[src/rtl/encode83_serial.sv]
// encode83_serial: accepts an 8-bit request vector over valid/ready and
// serializes the 3-bit index of every set bit, one per output beat, in
// ascending (MSB_FIRST=0) or descending (MSB_FIRST=1) order. It also reports
// a last-beat flag, the popcount of the accepted vector, and a one-cycle pulse
// when an all-zero vector is accepted.
module encode83_serial #(
  parameter int MSB_FIRST = 0
) (
  input  logic       clk,
  input  logic       rst_n,
  input  logic       en,
  input  logic [7:0] in,
  input  logic       in_valid,
  output logic       in_ready,
  output logic [2:0] out,
  output logic       out_valid,
  input  logic       out_ready,
  output logic       out_last,
  output logic [3:0] count,
  output logic       none
);

  typedef enum logic {
    IDLE,
    EMIT
  } state_t;

  state_t     state;
  state_t     state_d;
  logic [7:0] pend;
  logic [7:0] pend_d;
  logic [3:0] count_d;
  logic       none_d;
  logic [2:0] idx;
  logic       single;
  logic [3:0] in_pop;
  logic       accept;

  // Index of the next bit to emit; the final matching iteration wins, so the
  // scan direction selects lowest-first or highest-first priority.
  always_comb begin
    idx = '0;
    if (MSB_FIRST != 0) begin
      for (int unsigned i = 0; i < 8; i++) begin
        if (pend[i]) idx = i[2:0];
      end
    end else begin
      for (int unsigned i = 0; i < 8; i++) begin
        if (pend[7 - i]) idx = 3'(7 - i);
      end
    end
  end

  // Exactly one pending bit means the current beat is the final one.
  always_comb begin
    single = (pend != '0) && ((pend & (pend - 8'd1)) == '0);
  end

  // Popcount of the incoming vector, captured on a nonzero accept.
  always_comb begin
    in_pop = '0;
    for (int unsigned i = 0; i < 8; i++) begin
      in_pop = in_pop + {3'b000, in[i]};
    end
  end

  // Handshake and output decode, all combinational from the state and pend.
  always_comb begin
    in_ready  = en && (state == IDLE);
    accept    = in_valid && in_ready;
    out_valid = (state == EMIT);
    out       = out_valid ? idx : '0;
    out_last  = out_valid && single;
  end

  // Next-state logic: accept in IDLE, retire one bit per taken beat in EMIT.
  always_comb begin
    state_d = state;
    pend_d  = pend;
    count_d = count;
    none_d  = 1'b0;
    case (state)
      IDLE: begin
        if (accept) begin
          if (in != '0) begin
            pend_d  = in;
            count_d = in_pop;
            state_d = EMIT;
          end else begin
            none_d = 1'b1;
          end
        end
      end
      EMIT: begin
        if (out_ready) begin
          if (single) begin
            pend_d  = '0;
            state_d = IDLE;
          end else begin
            pend_d = pend & ~(8'd1 << idx);
          end
        end
      end
      default: begin
        state_d = IDLE;
        pend_d  = '0;
      end
    endcase
  end

  // State register with asynchronous active-low reset.
  always_ff @(posedge clk or negedge rst_n) begin
    if (!rst_n) begin
      state <= IDLE;
      pend  <= '0;
      count <= '0;
      none  <= 1'b0;
    end else begin
      state <= state_d;
      pend  <= pend_d;
      count <= count_d;
      none  <= none_d;
    end
  end

endmodule

[config.mk]
export PLATFORM = sky130hd
export DESIGN_NAME = encode83_serial
export DESIGN_NICKNAME = d
export VERILOG_FILES = /design/src/rtl/encode83_serial.sv
export SDC_FILE = /design/constraint.sdc
export NUM_CORES = 1
export LEC_CHECK = 0
export ABC_CLOCK_PERIOD_IN_PS = 2100
export BUFFER_PORTS_ARGS = -buffer_cell sky130_fd_sc_hd__buf_2
export CAP_MARGIN = 10
export CORE_ASPECT_RATIO = 1.1
export CORE_MARGIN = 5
export CORE_UTILIZATION = 45
export DETAILED_ROUTE_END_ITERATION = 6
export GPL_TIMING_DRIVEN = 0
export MAX_ROUTING_LAYER = met4
export PLACE_DENSITY = 0.69
export SLEW_MARGIN = 10
export SYNTH_ARGS = -nofsm -noshare
export SYNTH_HDL_FRONTEND = slang
export SYNTH_SLANG_ARGS = --single-unit
[constraint.sdc]
create_clock -name clk -period 2.1 [get_ports clk]
set_input_delay 0.42 -clock clk [delete_from_list [all_inputs] [get_ports clk]]
set_output_delay 0.42 -clock clk [all_outputs]
set_load 0.02 [all_outputs]
==> results of run 1 <==
[per-stage QoR]
| step | utilization (%) | hold slack (ns) | instance area [um^2] | setup TNS, ns |
|---|---|---|---|---|
| 2_1_floorplan | - | 0.1244 | 993.5 | -2.075 |
| 3_3_place_gp | 55.43 | 0.3344 | 1144 | -3.085 |
| 3_5_place_dp | 55.43 | 0.3420 | 1144 | -3.170 |
| 4_1_cts | 60.58 | 0.03235 | 1250 | -1.665 |
| 5_1_grt | 61.92 | 0.03275 | 1277 | -1.937 |
| 6_report | 61.92 | 0.01812 | 1277 | -1.645 |
[final cells by class]
class,instances,area share [%]
flip-flops and latches,14,27.62
clock buffers,4,2.840
multi-input cells,79,48.09
repair buffers,26,12.05
inverters,16,4.701
plain buffers,4,1.959
well taps,28,2.742
[final timing paths]
check | from | end | slack, ns
hold / removal | rst_n | count[3] | 0.02
max in group asynchronous | rst_n | pend[2] | 1.82
hold reg to reg | count[1] | count[1] | 0.48
setup reg to reg | out_valid | pend[5] | 0.46
setup / recovery | in[0] | count[1] | -0.56
min in group clk | out_ready | out_valid | 0.34
[repair_timing]
action / CTS / global route
setup endpoints to repair: 6 / 5
gates cloned: 0 / 0
setup buffers: 2 / 1
gates resized for setup: 13 / 8
pin swaps: 3 / 4
[worst max-delay path: stages]
cell     delay [ns]
buf_8          0.10
fa_1           0.53
inv_1          0.05
fa_1           0.50
fa_2           0.44
inv_2          0.07
ha_4           0.13
inv_2          0.04
fa_2           0.52
o21ai_2        0.05
[cells in the mapped netlist, drive strengths merged, types with 2 or more instances]
cell type	count	area [um^2]
nor2	6	25.03
nand3	3	15.01
inv	16	60.06
o21ai	7	35.03
nor3	3	15.01
dfrtp	14	350.3
fa	4	80.08
nor2b	2	12.51
a22o	2	17.52
and2	2	12.51
o22ai	3	18.77
ha	4	50.05
a21oi	4	20.02
nand2	16	60.06
a221o	2	20.02
buf	2	16.26
clkbuf	2	8.750
[power by group through the flow]
stage / Combinational, mW / Clock, mW / Sequential (mW)
after floorplan: 0.621 / 0 / 0.548
after detailed placement: 0.910 / 0 / 0.527
final: 1.04 / 0.202 / 0.554
after global routing: 1.15 / 0.212 / 0.576
after global placement: 0.891 / 0 / 0.523
after CTS: 1.02 / 0.200 / 0.539
[cell families after synthesis]
family,Yosys count,share of synthesized area (%)
flops,14,35.35
xor+xnor,2,1.768
fa+ha+maj,8,13.13
simple gates,40,20.58
buf+inv,20,8.585
mux,1,1.010
compound gates,28,19.57
[sequential cells by signal, summed over array words and instances (netlist names)]
signal     cells
pend           8
count          4
none           1
out_valid      1
[per-layer routing]
| layer | global-route usage [%] | share of wire, % | wire (um) |
|---|---|---|---|
| met5 | - | 0 | 0 |
| met4 | 6.406 | 1.4 | 34 |
| met3 | 2.267 | 3.1 | 75 |
| met2 | 31.25 | 55 | 1337 |
| met1 | 19.15 | 41 | 986 |
==> flow_summary.ini, run 1 <==
[run_status]
run_status = finished, violations left
violations = setup timing

[placement]
place_ws_ns = -0.9543
place_hpwl_mm = 1.862
globalplace.congestion = 0.8680
port_buffers = 23
place_inst = 164

[power]
comb_power_share_pct = 57.9
ir_drop_mv = 0.6737
p_switching_uw = 834.3
p_leak_nw = 0.6350
p_clk_share_pct = 11.2
seqPwrFrac_pct = 30.9
p_int_uw = 960.2
totalPowerFinal_mw = 1.794
p_per_area_nw_per_um2 = 1405
p_sw_share_pct = 46.49

[route]
drcViolationCount = 0
wl_per_cell_um = 14.23
dr.pass1.iters = 4
via_per_inst = 5.456
ant_nets = 0
drt_iter0_markers = 12
num_vias = 933
drt-total-wl_mm = 2.434

[finish]
fin_cells = 171
synthToLayoutAreaGrowth_pct = 28.91
register_area_um2 = 352.8
multi_input_area_um2 = 614.3
final_cell_mix = buf_2 (22), inv_1 (14), nand2_1 (14)
final_common_cell = buf_2
diodes = 0
final_layout_size_suffix_gt1_share_pct = 35.66
fillCellCount = 198
nNetsFinal = 165

[hold_path]
min_path_type = in2async

[clock_tree]
tritoncts = yes
ctsHtreeMaxLevel = 1
cts_root_buf = clkbuf_4
postCtsHoldBufs = 0
cts_max_path_buffers = 2
clock-sinks = 14
numCtsBuffers = 3
clock_latency_ns = 0.29
path_clk_slew_ns = 0.09

[worst_setup_path]
r2r_cells = 6
worstPathArrival_ns = 2.84
start_kind = input port
end_kind = flop
cp_max_fo = 2
path_class = in2reg
cp.required_ns = 2.28

[synth]
synth_sequential_area_ratio_pct = 35.35
ys_ff_latch = 14
syn_area_um2 = 991.0
async_reset_ff_share_pct = 100.0
syn-num-nets = 134
yosysWarnings = 0
synth.distinct_cells = 42
synth_edf_count = 0
syn_inst = 113
avgSynthCellArea_um2 = 8.769
synthFlopType = dfrtp_1

[timing]
period_needed_ns = 2.660
worstMarginPinSlew_ns = 0.4067
setup_slack_ns = -0.5598
rsz0062_at_grt = true
fin_crit_sh_pct = 126.7
setup_viol = 5
hold_viol = 0
max_freq_ghz = 0.3760
finClkSkew_ns = 0.002179
drv_slew = 0
max_slew_margin_pct = 72.89

[global_routing]
grt_overflow = 0
antenna_found_initial = 0
grtUsageTotal_pct = 17.51
grt_max_degree = 15
grt_first_pass_wirelength_mm = 4.119
grt_pass1_vias = 976

[floorplanning]
initial_core_util_pct = 48.03
die_h_um = 59.22
placementRows = 17
die_w_um = 54.74
die_area_um2 = 3241
pin_count = 24
core_um2 = 2063

[run]
maxCapViolCount = 0
Note: power is estimated with default switching activity, not from simulation.
==> run 2, diff against run 1 <==
Settings changed: ABC_AREA set to 1, PLACE_DENSITY 0.69 to 0.68.
==> run 2 against run 1 <==
Against the previous run:
- the flow still finishes with violations (setup timing)
- via count up 7.9%
- synthesized cell count is 27% higher
- register-to-register slack better by 0.28 ns
- combinational power up 4%
- first-iteration DRC count up 75%
- non-clock buffer count decreased by 2
- clock-buffer cell count did not move
- worst hold slack improved by 0.0073 ns
- critical path depth is 1 higher
- sequential share of layout area decreased by 1.2 points
- sequential power decreased by 16%
- critical endpoint is now count[2]
==> flow_summary.ini, run 2 <==
[worst_setup_path]
cp_max_fo = 2
cp_top_family = adder cells
crit_buf_inv = 4
r2r-start = out_valid
cp_slowest_cell = fa_1
crit_path_start = in[0]
worstPathArrival_ns = 2.88
end_kind = flop
path_class = in2reg
critPathMaxStageDelay_ns = 0.53
start_kind = input port
path_cells = buf_8, fa_1, inv_1, fa_1, fa_2, inv_2, ha_4, inv_2, fa_2, xor2_1, a21oi_1
cp.required_ns = 2.27

[route]
dr.pass1.iters = 5
drcViolationCount = 0
drt-total-wl_mm = 2.552
via_per_inst = 4.985
wl_per_cell_um = 12.63
num_vias = 1007
drt_iter0_markers = 21
ant_nets = 0

[floorplanning]
die_w_um = 56.35
initial_core_util_pct = 47.22
core_um2 = 2252
pin_count = 24
placementRows = 18
die_h_um = 60.99
die_area_um2 = 3437

[power]
p_clk_share_pct = 11.3
p_int_uw = 889.2
p_sw_share_pct = 49.16
p_switching_uw = 859.6
seqPwrFrac_pct = 26.8
ir_drop_mv = 0.6712
comb_power_share_pct = 62.0
p_per_area_nw_per_um2 = 1319
p_leak_nw = 0.7195

[finish]
fin_cells = 202
reg_top3 = pend (8), count (4)
design_area_um2 = 1326
largest_reg_flops = 8
diodes = 0
final_layout_size_suffix_gt1_share_pct = 28.49
nNetsFinal = 194
regMostFlops = pend
final_cell_mix = nand2_1 (37), inv_1 (23), buf_2 (21)
fin_util_pct = 58.89
synthToLayoutAreaGrowth_pct = 24.71
final_common_cell = nand2_1

[synth]
syn-num-nets = 164
syn_area_um2 = 1064
synth.most_common_cell = nand2_1
synthFlopType = dfrtp_1
synth.distinct_cells = 21
avgSynthCellArea_um2 = 7.437
synth_sequential_area_ratio_pct = 32.94
synthTopCellsByCount = nand2_1 (38), inv_1 (25), dfrtp_1 (14), nor2_1 (14), o21ai_0 (13)
ys_ff_latch = 14
async_reset_ff_share_pct = 100.0
syn_inst = 143
yosysWarnings = 0
yosysTopAreaCellShare_pct = 32.94
yosys.area.top_type = dfrtp_1
synth_edf_count = 0
synth.area.top_cells = dfrtp_1 (33%), nand2_1 (13%), inv_1 (8.8%)

[global_routing]
grt_overflow = 0
grt_pass1_vias = 1038
grt_first_pass_wirelength_mm = 4.491
grt_max_degree = 15
grtUsageTotal_pct = 17.90
antenna_found_initial = 0

[placement]
place_ws_ns = -0.9661
port_buffers = 23
globalplace.congestion = 0.8486
place_hpwl_mm = 1.962
dpl-instance-area_um2 = 1219
place_inst = 196

[timing]
max_freq_ghz = 0.3696
drv_slew = 0
max_slew_margin_pct = 76.99
period_needed_ns = 2.706
setup_viol = 4
hold_slack_ns = 0.02544
setup_slack_ns = -0.6059
hold_viol = 0
finClkSkew_ns = 0.009882
rsz0062_at_grt = true
worstMarginPinSlew_ns = 0.3452
fin_crit_sh_pct = 128.9

[run_status]
violations = setup timing
run_status = finished, violations left

[clock_tree]
tritoncts = yes
cts_root_buf = clkbuf_4
path_clk_slew_ns = 0.10
ctsHtreeMaxLevel = 1
clock-sinks = 14
postCtsHoldBufs = 0
cts_max_path_buffers = 2
clock_latency_ns = 0.28
numCtsBuffers = 3

[hold_path]
min_path_type = in2async

[run]
maxCapViolCount = 0
run 2: cell count changes in the layout (fill, tap and decap cells not counted), moves of 6 or more:
cell     change
inv_1        +9
nand3_1      +6
nand2_1     +23
nor2_1       +8
o21ai_0      +9
run 2: final cells by class:
cell class	count	area, um^2
well taps	30	37.54
fillers	233	925.9
flip-flops and latches	14	350.3
clock buffers	4	36.28
multi-input cells	101	631.9
inverters	25	93.84
repair buffers	25	148.9
plain buffers	3	27.53
run 2: cell families after synthesis:
group           share of synthesized area (%)
fa+ha+maj                               12.24
buf+inv                                 11.41
xor+xnor                               0.8237
compound gates                          12.59
simple gates                            30.00
flops                                   32.94
run 2: per-stage QoR:
stage               total power [mW]  setup TNS, ns
detailed placement             1.473         -3.146
floorplan                      1.195         -2.070
CTS                            1.719         -1.798
global route                   1.942         -2.092
finish                         1.749         -1.831
global placement               1.454         -2.878
run 2: repair_timing:
action / CTS / global route
endpoints found under the setup margin: 4 / 5
resized for setup: 11 / 7
buffers inserted: 2 / 0
cloned: 0 / 0
pin swaps: 2 / 4
run 2: path summary, 6_finish.rpt:
path	cells after the start	to	slack, ns
max	11	count[2]	-0.61
min	1	pend[3]	0.03
max reg2reg	7	pend[5]	0.74
min reg2reg	2	count[0]	0.53
max in group asynchronous	1	count[0]	1.81
min in group clk	4	pend[0]	0.44
run 2: power groups by stage:
| stage | clock network [mW] | registers, mW | logic, mW |
|---|---|---|---|
| floorplan | 0 | 0.493 | 0.702 |
| global placement | 0 | 0.453 | 1.00 |
| detailed placement | 0 | 0.458 | 1.02 |
| CTS | 0.204 | 0.454 | 1.06 |
| global route | 0.214 | 0.488 | 1.24 |
| finish | 0.197 | 0.468 | 1.08 |
run 2: per-layer routing:
layer	global-route usage, %	wire length [um]	share of wire [%]	up-vias
li1	-	-	-	502
met1	21.48	1061	42	476
met2	31.05	1362	53	27
met3	2.128	105	4.1	2
met4	7.119	22	0.86	0
met5	-	0	0	-
==> run 3, diff against run 2 <==
==> constraint.sdc (replaced) <==
create_clock -name clk -period 2.1 [get_ports clk]
set_input_delay 0.105 -clock clk [delete_from_list [all_inputs] [get_ports clk]]
set_output_delay 0.105 -clock clk [all_outputs]
set_load 0.02 [all_outputs]
==> run 3 against run 2 <==
Against the previous run:
- the run still ends with setup timing left
- worst hold slack improved by 0.10 ns
- sequential power decreased by 3%
- final area decreased by 0.57%
- clock-buffer cell count unchanged
- first-iteration DRC count decreased by 19%
- non-clock buffer count increased by 1
- cell count increased by 0.50%
- sequential share of layout area increased by 0.15 points
- wire length decreased by 0.55%
- flip-flop and latch count unchanged
- combinational power about the same
- via count decreased by 0.30%
==> flow_summary.ini, run 3 (synthesis gave the netlist of run 2 again) <==
[run_status]
run_status = finished, violations left
violations = setup timing

[global_routing]
antenna_found_initial = 0
grtUsageTotal_pct = 17.90
grt_overflow = 0
grt_max_degree = 15
grt_pass1_vias = 1050
grt_first_pass_wirelength_mm = 4.498

[timing]
rsz0062_at_grt = true
worstMarginPinSlew_ns = 0.3473
fin_crit_sh_pct = 113.9
max_freq_ghz = 0.4181
drv_slew = 0
setup_slack_ns = -0.2916
finClkSkew_ns = 0.01085
max_slew_margin_pct = 76.84
period_needed_ns = 2.392
hold_viol = 0
setup_viol = 3

[worst_setup_path]
r2r-start = pend[1]
path_class = in2reg
cp_max_fo = 2
cp.required_ns = 2.28
path_cells = buf_8, fa_1, inv_1, fa_1, fa_2, inv_2, ha_4, inv_2, fa_2, a21oi_2
crit_path_start = in[0]
start_kind = input port
critPathMaxStageDelay_ns = 0.54
worstPathArrival_ns = 2.57
cp_slowest_cell = fa_2
end_kind = flop

[power]
p_leak_nw = 0.7199
ir_drop_mv = 0.6697
totalPowerFinal_mw = 1.710
p_per_area_nw_per_um2 = 1297

[placement]
place_hpwl_mm = 1.962
place_ws_ns = -0.6511
port_buffers = 23
globalplace.congestion = 0.8486
dpl-instance-area_um2 = 1219

[floorplanning]
die_w_um = 56.35
die_h_um = 60.99
pin_count = 24
die_area_um2 = 3437
placementRows = 18
core_um2 = 2252
initial_core_util_pct = 47.22

[finish]
multi_input_area_um2 = 616.8
regMostFlops = pend
fillCellCount = 238
final_common_cell = nand2_1
register_area_um2 = 350.3
final_cell_mix = nand2_1 (38), inv_1 (23), buf_2 (22)
synthToLayoutAreaGrowth_pct = 24.00
design_area_um2 = 1319
largest_reg_flops = 8
diodes = 0
final_layout_size_suffix_gt1_share_pct = 26.01
fin_util_pct = 58.56
reg_top3 = pend (8), count (4)
nNetsFinal = 195

[hold_path]
worstHoldStart = in[0]
min_path_type = in2reg

[clock_tree]
tritoncts = yes
cts_max_path_buffers = 2
clock-sinks = 14
cts_root_buf = clkbuf_4
path_clk_slew_ns = 0.10
numCtsBuffers = 3
clock_latency_ns = 0.28
ctsHtreeMaxLevel = 1

[route]
drt-total-wl_mm = 2.538
num_vias = 1004
drt_iter0_markers = 17
ant_nets = 0
via_per_inst = 4.946
dr.pass1.iters = 4
drcViolationCount = 0
wl_per_cell_um = 12.50

[run]
maxCapViolCount = 0
[run 3: where the power goes]
group	internal [mW]	total [mW]	switching [mW]
combinational	0.393	1.06	0.666
sequential	0.369	0.455	0.0857
clock	0.105	0.196	0.0910
[run 3: worst paths after layout]
path,endpoint,cells past startpoint,slack [ns]
max in group asynchronous,count[0],2,1.59
hold reg to reg,count[0],2,0.53
setup reg to reg,out_valid,8,0.74
setup / recovery,count[1],10,-0.29
hold / removal,pend[0],4,0.13
min in group asynchronous,pend[3],2,0.25
[run 3: through the flow]
step	hold slack (ns)	cells	setup TNS, ns
6_report	0.1293	203	-0.6951
4_1_cts	0.1264	203	-0.6694
2_1_floorplan	-0.1906	143	-0.8156
3_3_place_gp	0.02301	196	-1.618
5_1_grt	0.1425	203	-0.8400
3_5_place_dp	0.03052	196	-1.886
[run 3: layout make-up]
type | count | area share (%)
repair buffers | 26 | 11.86
inverters | 25 | 7.116
well taps | 30 | 2.846
multi-input cells | 101 | 46.77
flip-flops and latches | 14 | 26.57
clock buffers | 4 | 2.751
plain buffers | 3 | 2.087
[run 3: routing by layer]
metal  up-vias  share of wire [%]  track usage (%)
met3         4                4.2            2.340
li1        506                  -                -
met2        29                 51            30.38
met1       465                 43            21.34
met5         -                  0                -
met4         0                1.7            8.475
[run 3: worst max-delay path: cells and delay by family]
kind,cells,cell delay (ns)
buffers and inverters,4,0.27
AOI/OAI and AO/OA,1,0.05
adders and majority gates,5,2.14
[run 3: timing repair]
item / in CTS / in global routing
hold buffers: 1 / 0
hold endpoints to repair: 14 / 0
gates resized for setup: 10 / 2
endpoints found under the setup margin: 3 / 3
buffers inserted: 2 / 0
pin swaps: 2 / 2
